`src/rtl/ikaopll_wrqueue_pkg.sv`:
```
// Shared types and default timing for the OPLL host write queue.
// All timing constants are counted in phiM clock enables.
package ikaopll_wrqueue_pkg;

  typedef enum logic [2:0] {
    StIdle,
    StAstb,
    StAwait,
    StDstb,
    StDwait
  } seq_state_e;

  localparam int unsigned DefDepth    = 16;
  localparam int unsigned DefStbLen   = 4;
  localparam int unsigned DefAddrWait = 12;
  localparam int unsigned DefDataWait = 84;
  localparam int unsigned CntW        = 7;

  typedef struct packed {
    logic [7:0] reg_addr;
    logic [7:0] data;
  } wr_entry_t;

endpackage

```
`src/rtl/ikaopll_wrqueue_fifo.sv`:
```
// Single-clock FIFO of register/data pairs with occupancy and registered not-full.
// Synchronous active-high reset flushes the pointers and the level.
module ikaopll_wrqueue_fifo
  import ikaopll_wrqueue_pkg::*;
#(
  parameter int unsigned Depth = 16
) (
  input  logic                     clk_i,
  input  logic                     rst_i,
  input  logic                     push_i,
  input  wr_entry_t                wdata_i,
  input  logic                     pop_i,
  output wr_entry_t                rdata_o,
  output logic [$clog2(Depth):0]   level_o,
  output logic                     not_full_o
);

  localparam int unsigned Aw = $clog2(Depth);
  localparam int unsigned Lw = Aw + 1;

  wr_entry_t         mem_q [Depth];
  logic [Aw-1:0]     wptr_q, rptr_q;
  logic [Lw-1:0]     level_q, level_d;
  logic              not_full_q;
  logic              push_ok, pop_ok;

  // Guard locally too, so a caller that ignores not_full can never corrupt the queue.
  assign push_ok = push_i & not_full_q;
  assign pop_ok  = pop_i & (level_q != '0);

  always_comb begin
    level_d = level_q;
    if (push_ok && !pop_ok) begin
      level_d = level_q + Lw'(1);
    end else if (!push_ok && pop_ok) begin
      level_d = level_q - Lw'(1);
    end
  end

  always_ff @(posedge clk_i) begin
    if (rst_i) begin
      wptr_q     <= '0;
      rptr_q     <= '0;
      level_q    <= '0;
      not_full_q <= 1'b1;
    end else begin
      if (push_ok) wptr_q <= wptr_q + Aw'(1);
      if (pop_ok)  rptr_q <= rptr_q + Aw'(1);
      level_q    <= level_d;
      not_full_q <= (level_d != Lw'(Depth));
    end
  end

  always_ff @(posedge clk_i) begin
    if (push_ok) mem_q[wptr_q] <= wdata_i;
  end

  assign rdata_o    = mem_q[rptr_q];
  assign level_o    = level_q;
  assign not_full_o = not_full_q;

endmodule

```
`src/rtl/ikaopll_wrqueue.sv`:
```
// Host write queue and bus sequencer feeding the OPLL CPU port: each queued pair
// is replayed as an address strobe, a wait, a data strobe and a wait, paced by phiM enables.
module ikaopll_wrqueue
  import ikaopll_wrqueue_pkg::*;
#(
  parameter int unsigned DEPTH     = DefDepth,
  parameter int unsigned STB_LEN   = DefStbLen,
  parameter int unsigned ADDR_WAIT = DefAddrWait,
  parameter int unsigned DATA_WAIT = DefDataWait
) (
  input  logic                     i_EMUCLK,
  input  logic                     i_RST,
  input  logic                     i_phiM_PCEN_n,
  input  logic                     i_WR_VALID,
  output logic                     o_WR_READY,
  input  logic [7:0]               i_WR_REG,
  input  logic [7:0]               i_WR_DATA,
  output logic                     o_CS_n,
  output logic                     o_WR_n,
  output logic                     o_A0,
  output logic [7:0]               o_D,
  output logic [$clog2(DEPTH):0]   o_LEVEL,
  output logic                     o_BUSY,
  output logic                     o_OVF
);

  localparam logic [CntW-1:0] StbLoad  = CntW'(STB_LEN - 1);
  localparam logic [CntW-1:0] AddrLoad = CntW'(ADDR_WAIT - 1);
  localparam logic [CntW-1:0] DataLoad = CntW'(DATA_WAIT - 1);

  seq_state_e        state_q, state_d;
  logic [CntW-1:0]   cnt_q, cnt_d;
  logic              cs_n_q, cs_n_d, wr_n_q, wr_n_d, a0_q, a0_d;
  logic [7:0]        d_q, d_d, data_q, data_d;
  logic              ovf_q;
  logic              en, push, pop, last;
  wr_entry_t         head;
  logic              not_full;
  logic [$clog2(DEPTH):0] level;

  assign en   = ~i_phiM_PCEN_n;
  assign push = i_WR_VALID & not_full;
  assign last = (cnt_q == '0);

  ikaopll_wrqueue_fifo #(
    .Depth (DEPTH)
  ) u_fifo (
    .clk_i      (i_EMUCLK),
    .rst_i      (i_RST),
    .push_i     (push),
    .wdata_i    ('{reg_addr: i_WR_REG, data: i_WR_DATA}),
    .pop_i      (pop),
    .rdata_o    (head),
    .level_o    (level),
    .not_full_o (not_full)
  );

  always_comb begin
    state_d = state_q;
    cnt_d   = cnt_q;
    cs_n_d  = cs_n_q;
    wr_n_d  = wr_n_q;
    a0_d    = a0_q;
    d_d     = d_q;
    data_d  = data_q;
    pop     = 1'b0;
    if (en) begin
      if (state_q != StIdle) cnt_d = cnt_q - CntW'(1);
      case (state_q)
        StIdle: begin
          if (level != '0) begin
            pop     = 1'b1;
            data_d  = head.data;
            a0_d    = 1'b0;
            d_d     = head.reg_addr;
            cs_n_d  = 1'b0;
            wr_n_d  = 1'b0;
            cnt_d   = StbLoad;
            state_d = StAstb;
          end
        end
        StAstb: if (last) begin
          cs_n_d  = 1'b1;
          wr_n_d  = 1'b1;
          cnt_d   = AddrLoad;
          state_d = StAwait;
        end
        StAwait: if (last) begin
          a0_d    = 1'b1;
          d_d     = data_q;
          cs_n_d  = 1'b0;
          wr_n_d  = 1'b0;
          cnt_d   = StbLoad;
          state_d = StDstb;
        end
        StDstb: if (last) begin
          cs_n_d  = 1'b1;
          wr_n_d  = 1'b1;
          cnt_d   = DataLoad;
          state_d = StDwait;
        end
        StDwait: if (last) begin
          cnt_d   = '0;
          state_d = StIdle;
        end
        default: begin
          cnt_d   = '0;
          state_d = StIdle;
        end
      endcase
    end
  end

  always_ff @(posedge i_EMUCLK) begin
    if (i_RST) begin
      state_q <= StIdle;
      cnt_q   <= '0;
      cs_n_q  <= 1'b1;
      wr_n_q  <= 1'b1;
      a0_q    <= 1'b0;
      d_q     <= '0;
      data_q  <= '0;
      ovf_q   <= 1'b0;
    end else begin
      state_q <= state_d;
      cnt_q   <= cnt_d;
      cs_n_q  <= cs_n_d;
      wr_n_q  <= wr_n_d;
      a0_q    <= a0_d;
      d_q     <= d_d;
      data_q  <= data_d;
      if (i_WR_VALID && !not_full) ovf_q <= 1'b1;
    end
  end

  assign o_CS_n     = cs_n_q;
  assign o_WR_n     = wr_n_q;
  assign o_A0       = a0_q;
  assign o_D        = d_q;
  assign o_LEVEL    = level;
  assign o_WR_READY = not_full;
  assign o_OVF      = ovf_q;
  assign o_BUSY     = (level != '0) | (state_q != StIdle);

endmodule

```
`config.mk`:
```
export PLATFORM = sky130hd
export DESIGN_NAME = ikaopll_wrqueue
export DESIGN_NICKNAME = d
export VERILOG_FILES = /design/src/rtl/ikaopll_wrqueue_pkg.sv /design/src/rtl/ikaopll_wrqueue_fifo.sv /design/src/rtl/ikaopll_wrqueue.sv
export SDC_FILE = /design/constraint.sdc
export NUM_CORES = 1
export LEC_CHECK = 0
export ABC_AREA = 1
export BUFFER_PORTS_ARGS = -buffer_cell sky130_fd_sc_hd__buf_2
export CAP_MARGIN = 10
export CORE_ASPECT_RATIO = 1.4
export CORE_MARGIN = 3
export CORE_UTILIZATION = 56
export DETAILED_ROUTE_END_ITERATION = 10
export GPL_TIMING_DRIVEN = 0
export PLACE_DENSITY = 0.76
export SLEW_MARGIN = 0
export SYNTH_ARGS = -nofsm -noshare
export SYNTH_HDL_FRONTEND = slang
export SYNTH_SLANG_ARGS = --single-unit
```
`constraint.sdc`:
```
create_clock -name i_EMUCLK -period 1.73 [get_ports i_EMUCLK]
set_input_delay 0.0865 -clock i_EMUCLK [delete_from_list [all_inputs] [get_ports i_EMUCLK]]
set_output_delay 0.0865 -clock i_EMUCLK [all_outputs]
set_load 0.01 [all_outputs]
```
== Word-level counts from Yosys, hierarchy flattened ==
Memory sizes are Yosys's and may differ from the RTL's. A register that Yosys moved wholly into a read port is not among the register bits.
Index checks and enable logic that the tools add are counted.

* Equality and inequality tests: 11
* Add/subtract/negate cells: 5
* Reductions and logical operators: 17
* Bitwise gates (word level): 5
* Muxes and demuxes: 30

{| class="wikitable"
|+ Operators with widths
! operator !! number
|-
| 7-bit two-way mux || 6
|-
| 7-bit case mux with 5 select lines || 1
|-
| 8-bit two-way mux || 2
|-
| 8-bit case mux with 2 select lines || 1
|-
| 3-bit two-way mux || 5
|-
| 3-bit case mux with 5 select lines || 1
|-
| 5-bit two-way mux || 2
|-
| 2-bit != test, second input constant || 5
|-
| 4-bit by 1-bit adder with 4-bit output, second input constant || 2
|-
| 1-bit two-way mux || 8
|-
| 4-bit two-way mux || 2
|-
| 7-bit logical NOT || 1
|-
| 7-bit by 1-bit subtractor with 7-bit output, second input constant || 1
|-
| 3-bit by 2-bit equality test with 1-bit output, second input constant || 2
|-
| 6-bit AND reduction || 1
|-
| 3-bit nonzero test || 2
|-
| 5-bit by 1-bit adder with 5-bit output, second input constant || 1
|-
| 5-bit != test, second input constant || 1
|-
| 5-bit AND reduction || 1
|-
| 5-bit nonzero test || 1
|-
| 5-bit by 1-bit subtractor with 5-bit output, second input constant || 1
|-
| 4-bit AND reduction || 1
|-
| 1-bit AND || 3
|-
| 3-bit by 1-bit equality test with 1-bit output, second input constant || 1
|-
| other kinds (12) || 16
|}

* Word-level logic and storage cells: 80
* Memory bits (writable): 256
* Output and inout bits: 19
* Memories: 1
* Flip-flop bits (word level): 43

{| class="wikitable"
|+ Memories
! memory !! depth !! bits a word !! read ports !! clocked after Yosys merged registers in !! wr ports !! RTL line !! source
|-
| u_fifo.mem_q || 16 || 16 || 1 || 1 || 1 || ikaopll_wrqueue_fifo.sv:21 || <nowiki>wr_entry_t mem_q [Depth];</nowiki>
|}

== Logic depth before layout (Yosys ltp) ==
* Word-level depth: 9
* Mapped depth: 14
* Gate-level depth less buffers: 14

== Cells and area by module ==
From an unflattened synthesis, not the netlist that was laid out.

* Cell total of the unflattened synthesis: 1044
* Area total of the unflattened synthesis: 12364.4 µm²

{| class="wikitable"
|+ Modules (own cells, without submodules)
! module !! cells an instance !! seq. area each (µm²) !! times used !! area each (µm²)
|-
| ikaopll_wrqueue_fifo || 820 || 8047.7 || 1 || 10855.4
|-
| ikaopll_wrqueue || 224 || 580.6 || 1 || 1508.9
|}

== Worst setup path after synthesis ==
Ideal clock, no wire load.

* Path type: reg2reg
* From: register u_fifo.not_full_q, in the netlist u_fifo.not_full_o
* To: memory u_fifo.mem_q[0][0] in the netlist's numbering (enable)
* Cell stages (with the launch flop): 5
* Setup time: 0.388 ns
* Slack: -0.216 ns
* Clock period less this slack: 1.946 ns
* Buffers on the path: 0
* Arrival time: 1.557 ns
* Path through: dfxtp_1 -> nand2_1 -> inv_1 -> nand2_1 -> nor2_1

* Word-level cells in the longest chain between the ends: 4

{| class="wikitable"
|+ Ends and longest elaborated chain
! element !! RTL line !! source
|-
| start, declared || ikaopll_wrqueue_fifo.sv:24 || <nowiki>logic not_full_q;</nowiki>
|-
| start signal, assigned || ikaopll_wrqueue_fifo.sv:50 || <nowiki>not_full_q <= (level_d != Lw'(Depth));</nowiki>
|-
| 1-bit AND || ikaopll_wrqueue.sv:42 || <nowiki>assign push = i_WR_VALID & not_full;</nowiki>
|-
| 1-bit AND * || ikaopll_wrqueue_fifo.sv:28 || <nowiki>assign push_ok = push_i & not_full_q;</nowiki>
|-
| 1-bit two-way mux * || ikaopll_wrqueue_fifo.sv:55 || <nowiki>if (push_ok) mem_q[wptr_q] <= wdata_i;</nowiki>
|-
| 1-bit two-way mux (not written as such) * || ikaopll_wrqueue_fifo.sv:55 ||
|-
| end, declared || ikaopll_wrqueue_fifo.sv:21 ||
|}

Every way passes the cells marked *; elsewhere a longest branch is shown, timed or not.

==> run summary <==
* result of the run: finished with violations
* violated checks: negative setup slack
* power after layout: 22.4 mW
* number of clock buffers inserted by TritonCTS: 26
* Layout Skew: 17.3 ps
* top cell type's share of synthesized area: 59.3%
* most repeated cell in the gate-level netlist after synthesis: sky130_fd_sc_hd__nand2_1
* maxcap violations: 0
* die area: 0.0251 mm2
* setup TNS: -32.6 ps
* Synth Cell Area: 0.0130 mm2
* layout overhead on the synthesized area: 20.3%
* final core utilization: 68.8%
* number of DRC violations after detailed-routing iteration 0: 1,219
* Clock Latency Late Sink: 540 ps
* GP Congestion: 0.895
* pin count of the biggest net entering global routing: 17
* average wire length per cell after detail routing: 21.2 um
* starting utilization of the core area: 57.2%
* Vias/cell: 5.89
* pre-CTS setup slack: -588 ps
* wire length of the first global-routing pass: 53,200 um
* unrepaired setup endpoints after global routing: true
* TritonCTS Sinks: 303
* post-layout instance area: 0.0156 mm2
* commonest cells in the synthesized netlist: sky130_fd_sc_hd__nand2_1, sky130_fd_sc_hd__edfxtp_1, sky130_fd_sc_hd__nor2_1
* Hold WC Path Type: input port to flip-flop
* post-route setup slack: -32.6 ps
* antenna violations before repair: 0
* cell count after synthesis: 1,248
* max-slew headroom at the worst pin: 55.9%
* met1 Use GR: 32.8%
* kind of launch point of the worst setup path: flip-flop
* maximum vdd drop: 0.900 mV
* final critical path time including I/O delays and setup: 1760 ps
* total via count in the routed design: 9,909
* number of warnings reported in the yosys synthesis log: 0
* Remaining Overflow, GRT: 0
* number of distinct standard cells referenced by the synthesized netlist: 35
* CTS clock-pin slew for the worst setup and hold paths: 70 ps
* DRT antenna net count: 0
* fraction of registers with async set/reset: 0%
* Core Region: 0.0227 mm2
* TritonCTS clock tree: yes
* flops & latches, synth: 303
* portion of the clock cycle consumed by the worst path in the final layout: 102%
* die height: 186 um
* most area-consuming cells after synthesis: sky130_fd_sc_hd__edfxtp_1, sky130_fd_sc_hd__nand2_1, sky130_fd_sc_hd__dfxtp_1, sky130_fd_sc_hd__nand3_1, sky130_fd_sc_hd__nor2_1
* cell at the slowest stage of the critical path: sky130_fd_sc_hd__dfxtp_2
* maximum fanout encountered on the critical timing path: 6
* Avg Synthesized Cell Area: 10.4 um2
* dpl cell area: 0.0137 mm2
* TritonRoute pass-1 iters: 5
* cell seen most often among critical-path stages: sky130_fd_sc_hd__buf_8
* most area-hungry cell type in the Yosys netlist: sky130_fd_sc_hd__edfxtp_1
* kind of cell adding the most delay to the critical path: buffers and inverters
* CP Data Required Time: 2160 ps
* total half-perimeter wirelength after legalization and detailed placement: 22,400 um
* WL final: 35,800 um
* maximum cell stage delay along the critical path: 360 ps
* library cell used as clock root buffer: sky130_fd_sc_hd__clkbuf_16
* worst slew pin tran: 662 ps
* global routing met3 resource utilization: 3.87%
* # port buffers: 37
* number of cell rows: 65
* fin nets: 1,396
* horizontal die dimension: 135 um
* commonest register cell after synthesis: sky130_fd_sc_hd__edfxtp_1
* fraction of final layout cells with drive strength greater than 1: 19.7%
* Pwr per Cell Area: 1430 mW/mm2
* Max Transition Viols Final: 0
* count of flip-flops with a built-in enable after synthesis: 256
* maximum clock frequency: 567 MHz
* fraction of the yosys area taken by sequential cells: 66.5%
* CP Data Arrival Time: 2200 ps
* global routing usage on met2: 50.8%
* CTS H-Tree Depth: 1
* total buffers and inverters traversed by the critical path: 6
* CTS max path bufs: 3
* final number of hold-violating endpoints: 0
* DRC violations left: 0
* gr busiest metal: met2
* nature of the critical path endpoint: flip-flop
* CP cell instances: buf_8, clkinv_8, buf_12, buf_8, buf_4, nor2_1, o211ai_1, nand3_1, nand3_2, nand2_1, inv_1
* startpoint-to-endpoint class of the critical path: flip-flop to flip-flop
* Syn Nets: 1,278
* antenna cells: 0
* gr usage total: 28.0%
* number of I/O pins: 39
* Leak Pwr: 6.03 nW
* Final Setup Violations: 1
* number of global-route vias before repair: 9,735
flip-flops by register name, indices dropped and copies added (netlist names), 3 cells and up, named ones only:
signal / count
u_fifo.level_o: 5
cnt_q: 7
u_fifo.mem_q: 256
u_fifo.wptr_q: 4
o_D: 8
u_fifo.rptr_q: 4
state_q: 3
data_q: 8
layer usage:
layer	wire (um)	vias up
met5	0	-
met4	2080	0
met3	3190	147
met2	18400	601
met1	12100	4689
li1	-	4472
cell usage in the layout (no fill, tap or decap), types with 4 or more instances in the layout:
| master | n |
|---|---|
| sky130_fd_sc_hd__a21oi_1 | 47 |
| sky130_fd_sc_hd__buf_12 | 12 |
| sky130_fd_sc_hd__buf_2 | 49 |
| sky130_fd_sc_hd__buf_4 | 21 |
| sky130_fd_sc_hd__buf_6 | 7 |
| sky130_fd_sc_hd__buf_8 | 17 |
| sky130_fd_sc_hd__clkbuf_1 | 10 |
| sky130_fd_sc_hd__clkbuf_16 | 29 |
| sky130_fd_sc_hd__clkbuf_2 | 8 |
| sky130_fd_sc_hd__clkbuf_4 | 13 |
| sky130_fd_sc_hd__clkinv_1 | 7 |
| sky130_fd_sc_hd__clkinv_2 | 5 |
| sky130_fd_sc_hd__dfxtp_1 | 40 |
| sky130_fd_sc_hd__dfxtp_2 | 5 |
| sky130_fd_sc_hd__dlygate4sd3_1 | 17 |
| sky130_fd_sc_hd__edfxtp_1 | 256 |
| sky130_fd_sc_hd__ha_1 | 8 |
| sky130_fd_sc_hd__inv_1 | 112 |
| sky130_fd_sc_hd__inv_2 | 7 |
| sky130_fd_sc_hd__nand2_1 | 271 |
| sky130_fd_sc_hd__nand2_2 | 9 |
| sky130_fd_sc_hd__nand2_4 | 4 |
| sky130_fd_sc_hd__nand3_1 | 103 |
| sky130_fd_sc_hd__nand3_2 | 28 |
| sky130_fd_sc_hd__nand3_4 | 4 |
| sky130_fd_sc_hd__nand4_1 | 5 |
| sky130_fd_sc_hd__nor2_1 | 110 |
| sky130_fd_sc_hd__nor2_2 | 14 |
| sky130_fd_sc_hd__nor2_4 | 16 |
| sky130_fd_sc_hd__o211ai_1 | 39 |
| sky130_fd_sc_hd__o21ai_0 | 49 |
| sky130_fd_sc_hd__o21ai_1 | 25 |
| sky130_fd_sc_hd__o21ai_2 | 7 |
final timing paths:
check                       from                endpoint  slack (ps)  cells past startpoint
max                    flip-flop  data_q[6]$_SDFFE_PP0P_         -30                     11
min                        i_RST  data_q[7]$_SDFFE_PP0P_           7                      4
max reg2reg            flip-flop  data_q[6]$_SDFFE_PP0P_         -30                     11
min reg2reg  o_D[1]$_SDFFE_PP0P_     o_D[1]$_SDFFE_PP0P_         460                      2
logic make-up (layout without fill, tap and decap cells):
logic type | count (synthesis) | in the layout | share of synthesized area [%]
and+or+nand+nor | 570 | 570 | 18.7
adders and majority gates | 10 | 10 | 0.964
buffers and inverters | 186 | 320 | 5.97
DFF | 303 | 303 | 66.5
AOI/OAI and AO/OA | 175 | 175 | 7.64
xor gates and xnor gates | 4 | 4 | 0.270
stage by stage:
step                cells  hold WS, ps
floorplan            1248          185
global placement     1586          333
detailed placement   1596          349
CTS                  1670         6.85
global route         1683         83.2
finish               1683         7.23
worst reg2reg max path: cells and delay by family (launching register included):
kind                   cells  cell delay (ps)
buffers and inverters      6              690
and+or+nand+nor            4              440
DFF                        1              360
AOI/OAI and AO/OA          1              140
repair_timing:
item	4_1_cts	5_1_grt
hold buffers	17	0
endpoints found under the setup margin	281	26
buffers inserted	14	11
hold endpoints to repair	252	0
pin swaps	16	29
resized for setup	70	140
gates cloned	0	3
cell type report:
class | instances | area [um2]
buffer | 59 | 493
clock buffer | 32 | 694
clock inverter | 12 | 83.8
fill | 1504 | 7080
inverter | 125 | 488
multi-input combinational | 759 | 3970
sequential | 303 | 8640
tap | 301 | 377
timing repair buffer | 92 | 861
power by group:
group / internal [mW] / switching [mW]
combinational: 2.94 / 5.16
clock: 2.98 / 2.52
sequential: 8.45 / 0.344
total: 14.4 / 8.03
Power figures use the tool's default switching activity.
